<file path="config.mk">
export PLATFORM = sky130hd
export DESIGN_NAME = reflet_wakeup_timer
export DESIGN_NICKNAME = d
export VERILOG_FILES = /design/src/rtl/reflet_wakeup_timer.sv
export SDC_FILE = /design/constraint.sdc
export NUM_CORES = 1
export LEC_CHECK = 0
export ABC_AREA = 0
export CAP_MARGIN = 20
export CORE_ASPECT_RATIO = 2
export CORE_MARGIN = 2
export CORE_UTILIZATION = 35
export DETAILED_ROUTE_END_ITERATION = 7
export HOLD_SLACK_MARGIN = 0.1
export PLACE_DENSITY = 0.59
export SYNTH_ARGS = -nofsm -noshare
export SYNTH_HDL_FRONTEND = slang
export SYNTH_SLANG_ARGS = --single-unit
</file>
<file path="constraint.sdc">
create_clock -name clk -period 1.9 [get_ports clk]
set_input_delay 0.475 -clock clk [delete_from_list [all_inputs] [get_ports clk]]
set_output_delay 0.475 -clock clk [all_outputs]
set_load 0.01 [all_outputs]
</file>
<file path="src/rtl/reflet_wakeup_timer.sv">
// Wakeup timer: 6-byte register window on the system bus, a 16-bit down counter
// clocked by an 8-bit prescaler, and a level interrupt that keeps working while
// the CPU clock domain is gated.
module reflet_wakeup_timer #(
  parameter int unsigned                base_addr_size = 16,
  parameter logic [base_addr_size-1:0]  base_addr      = 16'hFF20
) (
  input  logic                      clk,
  input  logic                      reset,
  input  logic                      enable,
  input  logic [base_addr_size-1:0] addr,
  input  logic                      write_en,
  input  logic [7:0]                data_in,
  output logic [7:0]                data_out,
  output logic                      wake_irq
);

  typedef enum logic {StIdle = 1'b0, StCounting = 1'b1} state_e;

  localparam logic [2:0] OffCtrl     = 3'd0;
  localparam logic [2:0] OffPrescale = 3'd1;
  localparam logic [2:0] OffReloadL  = 3'd2;
  localparam logic [2:0] OffReloadH  = 3'd3;
  localparam logic [2:0] OffCountL   = 3'd4;
  localparam logic [2:0] OffCountH   = 3'd5;

  state_e      state_q, state_d;
  logic        periodic_q, periodic_d;
  logic        irq_en_q, irq_en_d;
  logic        expired_q, expired_d;
  logic [7:0]  prescale_q, prescale_d;
  logic [15:0] reload_q, reload_d;
  logic [15:0] count_q, count_d;
  logic [7:0]  pre_cnt_q, pre_cnt_d;
  // Prescale limit in force for the current period; refreshed only at a wrap.
  logic [7:0]  pre_lim_q, pre_lim_d;
  logic [7:0]  shadow_q, shadow_d;

  logic [base_addr_size-1:0] offset;
  logic [2:0]                off;
  logic                      selected;
  logic                      bus_rd;
  logic                      bus_wr;
  logic                      tick;
  logic                      unused_ctrl_bits;

  // Address decode; offset is checked after subtraction so base_addr+6 cannot overflow.
  assign offset   = addr - base_addr;
  assign off      = offset[2:0];
  assign selected = enable && (addr >= base_addr) && (offset < base_addr_size'(6));
  assign bus_rd   = selected && !write_en;
  assign bus_wr   = selected && write_en;
  assign tick     = (state_q == StCounting) && (pre_cnt_q == pre_lim_q);

  assign unused_ctrl_bits = ^data_in[6:3];

  // Interrupt comes straight from registered flags only.
  assign wake_irq = expired_q & irq_en_q;

  // State register with asynchronous active-low clear.
  always_ff @(posedge clk or negedge reset) begin
    if (!reset) begin
      state_q    <= StIdle;
      periodic_q <= 1'b0;
      irq_en_q   <= 1'b0;
      expired_q  <= 1'b0;
      prescale_q <= 8'h00;
      reload_q   <= 16'h0000;
      count_q    <= 16'h0000;
      pre_cnt_q  <= 8'h00;
      pre_lim_q  <= 8'h00;
      shadow_q   <= 8'h00;
    end else begin
      state_q    <= state_d;
      periodic_q <= periodic_d;
      irq_en_q   <= irq_en_d;
      expired_q  <= expired_d;
      prescale_q <= prescale_d;
      reload_q   <= reload_d;
      count_q    <= count_d;
      pre_cnt_q  <= pre_cnt_d;
      pre_lim_q  <= pre_lim_d;
      shadow_q   <= shadow_d;
    end
  end

  // Next state: bus writes first, then timer events, which win on conflicts.
  always_comb begin
    state_d    = state_q;
    periodic_d = periodic_q;
    irq_en_d   = irq_en_q;
    expired_d  = expired_q;
    prescale_d = prescale_q;
    reload_d   = reload_q;
    count_d    = count_q;
    pre_cnt_d  = pre_cnt_q;
    pre_lim_d  = pre_lim_q;
    shadow_d   = shadow_q;

    if (bus_wr) begin
      case (off)
        OffCtrl: begin
          periodic_d = data_in[1];
          irq_en_d   = data_in[2];
          if (!data_in[7]) begin
            expired_d = 1'b0;
          end
          if (data_in[0]) begin
            state_d = StCounting;
            // Only an idle->run transition restarts the count.
            if (state_q == StIdle) begin
              count_d   = reload_q;
              pre_cnt_d = 8'h00;
              pre_lim_d = prescale_q;
            end
          end else begin
            state_d = StIdle;
          end
        end
        OffPrescale: prescale_d = data_in;
        OffReloadL:  reload_d[7:0]  = data_in;
        OffReloadH:  reload_d[15:8] = data_in;
        default: ;
      endcase
    end

    if (state_q == StCounting) begin
      if (tick) begin
        pre_cnt_d = 8'h00;
        pre_lim_d = prescale_q;
        if (count_q != 16'h0000) begin
          count_d = count_q - 16'h0001;
        end else begin
          // Expiry sets the flag even against a same-cycle clear.
          expired_d = 1'b1;
          if (periodic_q) begin
            count_d = reload_q;
          end else begin
            state_d = StIdle;
          end
        end
      end else begin
        pre_cnt_d = pre_cnt_q + 8'h01;
      end
    end

    // Reading the low byte snapshots the high byte for a coherent 16-bit read.
    if (bus_rd && (off == OffCountL)) begin
      shadow_d = count_q[15:8];
    end
  end

  // Read mux; zero unless a selected read.
  always_comb begin
    data_out = 8'h00;
    if (bus_rd) begin
      case (off)
        OffCtrl:     data_out = {expired_q, 4'b0000, irq_en_q, periodic_q, state_q == StCounting};
        OffPrescale: data_out = prescale_q;
        OffReloadL:  data_out = reload_q[7:0];
        OffReloadH:  data_out = reload_q[15:8];
        OffCountL:   data_out = count_q[7:0];
        OffCountH:   data_out = shadow_q;
        default:     data_out = 8'h00;
      endcase
    end
  end

endmodule

</file>
==> impl_metrics.ini, run 1 <==
[power]
p_clk_frac = 0.532
peakVddDrop_v = 0.0004257
power_density_nw_per_um2 = 589.0
pwr-share-comb = 0.072
p_sw_frac = 0.2204
p_seq_frac = 0.396
p_switching_w = 0.0008075
internal-power_w = 0.002856
leakagePower_nw = 2.879

[global_route]
antenna_found_initial = 0
overflow = 0
track_usage = 0.2243
grt_max_degree = 36
grt_pass1_wl_mm = 20.75
grt_pass1_vias = 3857

[placement]
dp_hpwl_mm = 9.710
port_buffers = 36
routabilityCongestion = 0.8755
place_inst = 626

[finish]
fin_cells = 662
fin_util = 0.5544
fillCellCount = 957
layout_commonest_cell = buf_4
final_nets = 547
n_antenna_cell = 0
final_cell_mix = buf_4 (86), dfrtp_1 (67), mux2_4 (41), buf_6 (26), mux2i_1 (23)
area_growth_pct = 55.31
multi_input_area_um2 = 2565
seq_area_um2 = 1703
drive_above_1_share = 0.4750

[worst_setup_path]
end_kind = output port
worst-path-max-fanout = 6
cp.arrival_ns = 1.76
path_cells = buf_12 > inv_12 > ha_4 > nand4_1 > nor2_4 > nand4_4 > buf_8 > nor2_2 > buf_2
crit_required_ns = 1.42
crit_type = input port to output port
cp_slowest_cell = ha_4
worstSetupStartpointType = input port
cpPeakStageDelay_ns = 0.23

[die]
design.portCount = 37
die_area_um2 = 12360
start_util = 0.3569
die_y_um = 155.3
core-area_um2 = 11220
placementRows = 55
die_x_um = 79.63

[routing]
drc = 0
vias = 3671
dr.pass1.iters = 4
wl_per_cell_um = 20.49
viasPerCell = 5.545
drtIter0Drc = 171
ant_nets = 0
totalWireLength_mm = 13.56

[synthesis]
avgSynthCellArea_um2 = 10.73
synth.ff_latch_count = 68
ys.flop_type = dfrtp_1
synth_cell_type_count = 55
synthesis.nets = 405
ys_seq_area_frac = 0.4250
async_reset_ff_frac = 1.000
yosysWarnings = 0
netlist_area_um2 = 4004
netlist_instances = 373
synth_edf_count = 0

[timing]
fin_ws_ns = -0.3379
fin_crit_sh = 1.178
fin_crit_ns = 2.238
grt_setup_unrepaired = yes
max_freq_mhz = 446.9
hold_viol = 0
clock-skew-final_ns = 0.009436
setup_viol = 67
holdWs_ns = 0.5197
slew_headroom = 0.7091
worstMarginPinSlew_ns = 0.4363
maxSlewViolCount = 0

[clock_network]
cts_root_buf = clkbuf_16
cts_buffers = 9
clock_path_buffers = 2
clock-sinks = 68
cts_tree = done
cts_max_level = 3
worstSkewPairLatency_ns = 0.33
path_clk_slew_ns = 0.06

[run_status]
status = finished, violations left
violations = setup timing

[hold_path]
hold_class = register to register

[job]
cap_violations = 0
Yosys cell counts (all sizes together), types with 11 or more instances:
cell	count	area (um^2)
a21oi	21	105.1
a22oi	12	90.09
clkbuf	11	41.29
xnor2	12	105.1
mux2i	23	230.2
mux2	43	514.3
dfrtp	68	1702
buf	12	68.81
nand2	15	61.31
nor2	24	90.09
metal layers:
layer / vias up / track usage / routed length (um) / part of all wire
li1: 1687 / - / - / -
met1: 1853 / 0.2261 / 4705 / 0.35
met2: 84 / 0.4054 / 7561 / 0.56
met3: 47 / 0.02610 / 279 / 0.021
met4: 0 / 0.1716 / 1016 / 0.075
met5: - / 0 / 0 / 0
state kept, by name, summed over array words and instances, names as in the netlist:
name,count
pre_cnt_q,8
count_q,16
state_q,1
expired_q,1
pre_lim_q,8
prescale_q,8
irq_en_q,1
reload_q,16
periodic_q,1
shadow_q,8
per-stage QoR:
step	power (W)	instance area, um^2	setup TNS [ns]	setup WS, ns
floorplan	0.001544	4069	-12.45	-0.3541
global placement	0.001710	5254	-72.86	-1.325
detailed placement	0.001713	5254	-74.78	-1.325
CTS	0.003659	5953	-14.34	-0.4516
global route	0.003758	6218	-18.62	-0.4059
finish	0.003663	6218	-14.62	-0.3379
layout make-up:
class,count,area share
well taps,142,0.02857
clock buffers,10,0.03682
clock inverters,6,0.01791
flip-flops and latches,68,0.2738
inverters,5,0.005835
multi-input cells,277,0.4125
repair buffers,154,0.2245
critical path, delay by kind of cell:
family	cells	cell delay [ns]
adders and majority gates	1	0.23
and+or+nand+nor	4	0.59
buffers and inverters	4	0.45
cell families (layout without fill, tap and decap cells):
logic type | Yosys count | in the layout | synth area share
adder cells (fa/ha/maj) | 4 | 4 | 0.01250
XOR/XNOR | 22 | 22 | 0.04812
buffers and inverters | 28 | 175 | 0.03219
multiplexers | 66 | 66 | 0.1859
AND/OR/NAND/NOR | 102 | 102 | 0.1603
AO/OA/AOI/OAI | 83 | 83 | 0.1359
flip-flops | 68 | 68 | 0.4250
what timing repair did:
item,4_1_cts,5_1_grt
resized for setup,147,49
hold buffers,1,0
endpoints found under the hold margin,13,0
setup buffers,13,9
pin swaps,36,20
gates cloned,0,1
setup endpoints to repair,77,73
power groups by stage:
stage	logic (W)	registers (W)	clock network [W]
6_report	0.000264	0.00145	0.00195
5_1_grt	0.000283	0.00145	0.00203
4_1_cts	0.000248	0.00145	0.00196
3_5_place_dp	0.000237	0.00148	0
3_3_place_gp	0.000234	0.00148	0
2_1_floorplan	0.0000677	0.00148	0
worst paths after layout:
| path | startpoint | depth (start not counted) | to | slack [ns] |
|---|---|---|---|---|
| worst max-delay path | addr[6] | 9 | data_out[6] | -0.34 |
| worst min-delay path | shadow_q[7]$_DFFE_PN0P_ | 1 | shadow_q[7]$_DFFE_PN0P_ | 0.52 |
| worst max register to register | count_q[3]$_DFF_PN0_ | 7 | count_q[7]$_DFF_PN0_ | -0.02 |
| worst min register to register | shadow_q[7]$_DFFE_PN0P_ | 1 | shadow_q[7]$_DFFE_PN0P_ | 0.52 |
| max in group asynchronous | reset | 3 | count_q[1]$_DFF_PN0_ | 0.72 |
| min in group asynchronous | reset | 2 | pre_cnt_q[4]$_DFFE_PN0P_ | 0.62 |
Power figures use the tool's default switching activity.
==> inputs of run 2 (changes only) <==
--- a/config.mk
+++ b/config.mk
@@ -12,7 +12,7 @@
 export CORE_UTILIZATION = 35
 export DETAILED_ROUTE_END_ITERATION = 7
 export HOLD_SLACK_MARGIN = 0.1
-export PLACE_DENSITY = 0.59
+export PLACE_DENSITY = 0.57
 export SYNTH_ARGS = -nofsm -noshare
 export SYNTH_HDL_FRONTEND = slang
 export SYNTH_SLANG_ARGS = --single-unit
==> constraint.sdc (replaced) <==
create_clock -name clk -period 2.6 [get_ports clk]
set_input_delay 0.65 -clock clk [delete_from_list [all_inputs] [get_ports clk]]
set_output_delay 0.65 -clock clk [all_outputs]
set_load 0.01 [all_outputs]
==> impl_metrics.ini, run 2 (same netlist as run 1, synthesis figures left out) <==
[finish]
seq_area_um2 = 1702
fillCellCount = 1034
n_antenna_cell = 0
final_cell_mix = dfrtp_1 (68), buf_4 (48), mux2_2 (35), mux2i_1 (23), nor2_1 (21)
layout_commonest_cell = dfrtp_1
fin_util = 0.4832
final_nets = 489
area_growth_pct = 35.38
top_regs = count_q x16, reload_q x16
fin_cells = 604
multi_input_area_um2 = 2292
drive_above_1_share = 0.3550

[timing]
holdWs_ns = 0.3254
grt_setup_unrepaired = yes
clock-skew-final_ns = 0.005484
fin_crit_ns = 2.686
worstMarginPinSlew_ns = 0.7029
fin_crit_sh = 1.033
fin_ws_ns = -0.08564
hold_viol = 0
fin_setup_tns_ns = -0.2641
maxSlewViolCount = 0
slew_headroom = 0.5275
setup_viol = 5
max_freq_mhz = 372.4

[placement]
routabilityCongestion = 0.8282
preCtsSetupSlack_ns = -0.9071
port_buffers = 36
place_inst = 571
dp_hpwl_mm = 8.859

[worst_setup_path]
r2r-end = count_q[0]$_DFF_PN0_
crit_top_cell = buf_6
reg2reg_from = count_q[0]$_DFF_PN0_
r2r_setup_slack_ns = 0.36
worstPathBufferInverterCount = 5
worstSetupStartpointType = input port
crit_family = simple AND/OR/NAND/NOR gates
worstRegToRegCells = 7
cp.arrival_ns = 2.04
crit_required_ns = 1.95
worst-path-max-fanout = 4
cpPeakStageDelay_ns = 0.24
path_cells = buf_8 > inv_4 > ha_4 > nand4_1 > nor2_4 > nand4_4 > buf_6 > buf_6 > nor2_2 > buf_2
cp_slowest_cell = ha_4
end_kind = output port
crit_type = input port to output port

[run_status]
status = finished, violations left
violations = setup timing

[global_route]
grt_pass1_vias = 3604
grt_max_degree = 44
grt_util_met1 = 0.2152
grt_pass1_wl_mm = 19.40
grt_use_met3 = 0.03016
track_usage = 0.2093
antenna_found_initial = 0
top_usage_layer = met2
use_met2 = 0.3950
overflow = 0

[clock_network]
worstSkewPairLatency_ns = 0.34
cts_hold_buf = 0
cts_max_level = 3
clock_path_buffers = 2
cts_tree = done
cts_buffers = 9
cts_root_buf = clkbuf_16
path_clk_slew_ns = 0.05
clock-sinks = 68

[routing]
drtIter0Drc = 178
wl_per_cell_um = 19.94
drc = 0
vias = 3392
viasPerCell = 5.616
totalWireLength_mm = 12.04
ant_nets = 0
dr.pass1.iters = 4

[die]
start_util = 0.3569
placementRows = 55
die_area_um2 = 12360
die_y_um = 155.3
die_x_um = 79.63
core-area_um2 = 11220
design.portCount = 37

[hold_path]
hold_class = input port to async pin

[power]
pwr-share-comb = 0.069
p_switching_w = 0.0005649
power_density_nw_per_um2 = 493.8
p_sw_frac = 0.2111
p_seq_frac = 0.396
leakagePower_nw = 2.506
p_clk_frac = 0.535
internal-power_w = 0.002111
peakVddDrop_v = 0.0002999

[job]
cap_violations = 0
run 2: cell types whose count changed in the layout (fill, tap and decap cells not counted), sizes merged:
cell / change
bufbuf: +1
dlygate4sd2: +1
clkdlybuf4s15: +1
inv: -1
buf: -60
clkinv: +1
clkbuf: -2
dlygate4sd3: -1
clkdlybuf4s50: +2
run 2: per-stage QoR:
| step | power (W) | area [um^2] |
|---|---|---|
| 4_1_cts | 0.002688 | 5354 |
| 2_1_floorplan | 0.001122 | 4004 |
| 3_3_place_gp | 0.001234 | 4800 |
| 3_5_place_dp | 0.001235 | 4800 |
| 5_1_grt | 0.002757 | 5420 |
| 6_report | 0.002676 | 5420 |
run 2: layer usage:
metal  routed length (um)  vias to the layer above
li1                     -                     1585
met1                 4250                     1694
met2                 6965                       78
met3                  324                       35
met4                  503                        0
met5                    0                        -
run 2: how the worst max path moves through the flow:
stage / start / slack (ns) / depth (start not counted) / to
3_5_place_dp: addr[5] / -0.91 / 9 / data_out[3]
4_1_cts: addr[6] / -0.12 / 10 / data_out[3]
2_1_floorplan: addr[5] / 0.07 / 6 / data_out[0]
6_report: addr[5] / -0.09 / 10 / data_out[5]
3_3_place_gp: addr[5] / -0.86 / 9 / data_out[6]
5_1_grt: addr[15] / -0.15 / 8 / data_out[5]
run 2: area by class of cell:
cell class	count	share of cell area
Clock buffer	10	0.04409
Clock inverter	6	0.02054
Inverter	5	0.004386
Multi-Input combinational cell	277	0.4229
Sequential cell	68	0.3139
Tap cell	142	0.03278
Timing Repair Buffer	96	0.1614
run 2: power by group through the flow:
stage	sequential [W]	combinational, W	clock [W]
6_report	0.00106	0.000184	0.00143
5_1_grt	0.00106	0.000198	0.00150
4_1_cts	0.00106	0.000178	0.00145
3_5_place_dp	0.00108	0.000156	0
3_3_place_gp	0.00108	0.000155	0
2_1_floorplan	0.00108	0.0000429	0
run 2: repair_timing:
action	in CTS	in global routing
cloned	1	0
buffers inserted	15	3
setup endpoints to repair	39	24
resized for setup	83	14
pin swaps	14	11
==> inputs of run 3 (changes only) <==
--- a/config.mk
+++ b/config.mk
@@ -10,6 +10,7 @@
 export CORE_ASPECT_RATIO = 2
 export CORE_MARGIN = 2
 export CORE_UTILIZATION = 35
+export CTS_BUF_LIST = sky130_fd_sc_hd__clkbuf_4 sky130_fd_sc_hd__clkbuf_8
 export DETAILED_ROUTE_END_ITERATION = 7
 export HOLD_SLACK_MARGIN = 0.1
 export PLACE_DENSITY = 0.57
==> impl_metrics.ini, run 3 (same netlist as run 1, synthesis figures left out) <==
[finish]
layout_commonest_cell = dfrtp_1
n_antenna_cell = 0
fillCellCount = 1046
top_regs = count_q x16, reload_q x16
final_nets = 491
final_cell_mix = dfrtp_1 (68), buf_4 (50), mux2_2 (35), mux2i_1 (23), nor2_1 (21)
drive_above_1_share = 0.3621
multi_input_area_um2 = 2301
seq_area_um2 = 1702
fin_cells = 606
fin_util = 0.4763
area_growth_pct = 33.44

[power]
pwr-share-comb = 0.080
p_seq_frac = 0.453
p_switching_w = 0.0005222
peakVddDrop_v = 0.0002289
power_density_nw_per_um2 = 436.9
p_sw_frac = 0.2237
internal-power_w = 0.001812
leakagePower_nw = 2.473
p_clk_frac = 0.467
total_power_w = 0.002334

[global_route]
grt_pass1_vias = 3596
grt_max_degree = 44
grt_pass1_wl_mm = 19.40
overflow = 0
antenna_found_initial = 0
track_usage = 0.2103

[clock_network]
worstSkewPairLatency_ns = 0.36
cts_root_buf = clkbuf_8
cts_max_level = 3
clock_path_buffers = 2
path_clk_slew_ns = 0.08
cts_buffers = 9
cts_tree = done
cts_hold_buf = 0
clock-sinks = 68

[hold_path]
hold_class = input port to async pin

[routing]
drc = 0
drtIter0Drc = 177
wl_per_cell_um = 19.87
vias = 3346
dr.pass1.iters = 4
ant_nets = 0
totalWireLength_mm = 12.04
viasPerCell = 5.521

[timing]
setup_viol = 5
fin_ws_ns = -0.07898
fin_crit_ns = 2.679
maxSlewViolCount = 0
clock-skew-final_ns = 0.01132
holdWs_ns = 0.3007
slew_headroom = 0.5207
fin_crit_sh = 1.030
max_freq_mhz = 373.3
worstMarginPinSlew_ns = 0.7130
grt_setup_unrepaired = yes
hold_viol = 0

[die]
start_util = 0.3569
die_area_um2 = 12360
placementRows = 55
die_y_um = 155.3
die_x_um = 79.63
design.portCount = 37
core-area_um2 = 11220

[worst_setup_path]
end_kind = output port
worstSetupStartpointType = input port
crit_start = addr[15]
worstRegToRegCells = 7
crit_type = input port to output port
crit_required_ns = 1.95
r2r_setup_slack_ns = 0.35
cp.arrival_ns = 2.03
reg2reg_from = count_q[0]$_DFF_PN0_
r2r-end = count_q[0]$_DFF_PN0_
worst-path-max-fanout = 4
cp-endpoint = data_out[5]

[placement]
routabilityCongestion = 0.8282
dp_hpwl_mm = 8.859
preCtsSetupSlack_ns = -0.9071
port_buffers = 36
place_inst = 571

[job]
cap_violations = 0

[run_status]
violations = setup timing
status = finished, violations left
## run 3: metal layers
layer,wire length (um),global-route usage,vias up
met1,4272,0.2176,1686
met5,0,0,-
met4,366,0.1051,0
met3,249,0.02842,23
li1,-,-,1583
met2,7155,0.3986,54
## run 3: cell type report
cell class,count,area share
sequential,68,0.3185
clock inverter,6,0.02084
clock buffer,10,0.02576
timing repair buffer,98,0.1665
tap,142,0.03326
inverter,5,0.004450
multi-input combinational,277,0.4307
## run 3: worst max-delay path, stage by stage
cell and delay [ns]:
dlygate4sd2_1 0.21, nand3_2 0.10, nor4_4 0.31, nand4_4 0.23
buf_6 0.20, buf_6 0.12, nor2_2 0.07, buf_2 0.13
## run 3: worst min-delay path by stage
stage | startpoint | end | slack, ns | cells after the start
after global placement | shadow_q[5]$_DFFE_PN0P_ | shadow_q[5]$_DFFE_PN0P_ | 0.50 | 1
after floorplan | reset | count_q[0]$_DFF_PN0_ | 0.35 | 0
after CTS | reset | reload_q[4]$_DFFE_PN0P_ | 0.30 | 1
after global routing | reset | pre_lim_q[4]$_DFF_PN0_ | 0.34 | 1
final | reset | reload_q[14]$_DFFE_PN0P_ | 0.30 | 1
after detailed placement | shadow_q[4]$_DFFE_PN0P_ | shadow_q[4]$_DFFE_PN0P_ | 0.50 | 1
## run 3: stage by stage
stage	setup TNS, ns	cell area (um^2)
final	-0.2292	5343
after detailed placement	-28.55	4800
after global placement	-26.66	4800
after floorplan	0	4004
after global routing	-0.8081	5343
after CTS	-0.4934	5253
## run 3: power by group through the flow
stage | sequential (W) | clock [W] | combinational [W]
global route | 0.00106 | 0.00116 | 0.000202
global placement | 0.00108 | 0 | 0.000155
CTS | 0.00106 | 0.00111 | 0.000178
floorplan | 0.00108 | 0 | 0.0000429
finish | 0.00106 | 0.00109 | 0.000187
detailed placement | 0.00108 | 0 | 0.000156
## run 3: what timing repair did
item,in CTS,in global routing
setup buffers,15,3
cloned,1,1
hold endpoints to repair,0,0
pin swaps,14,10
setup endpoints to repair,32,18
resized for setup,83,18
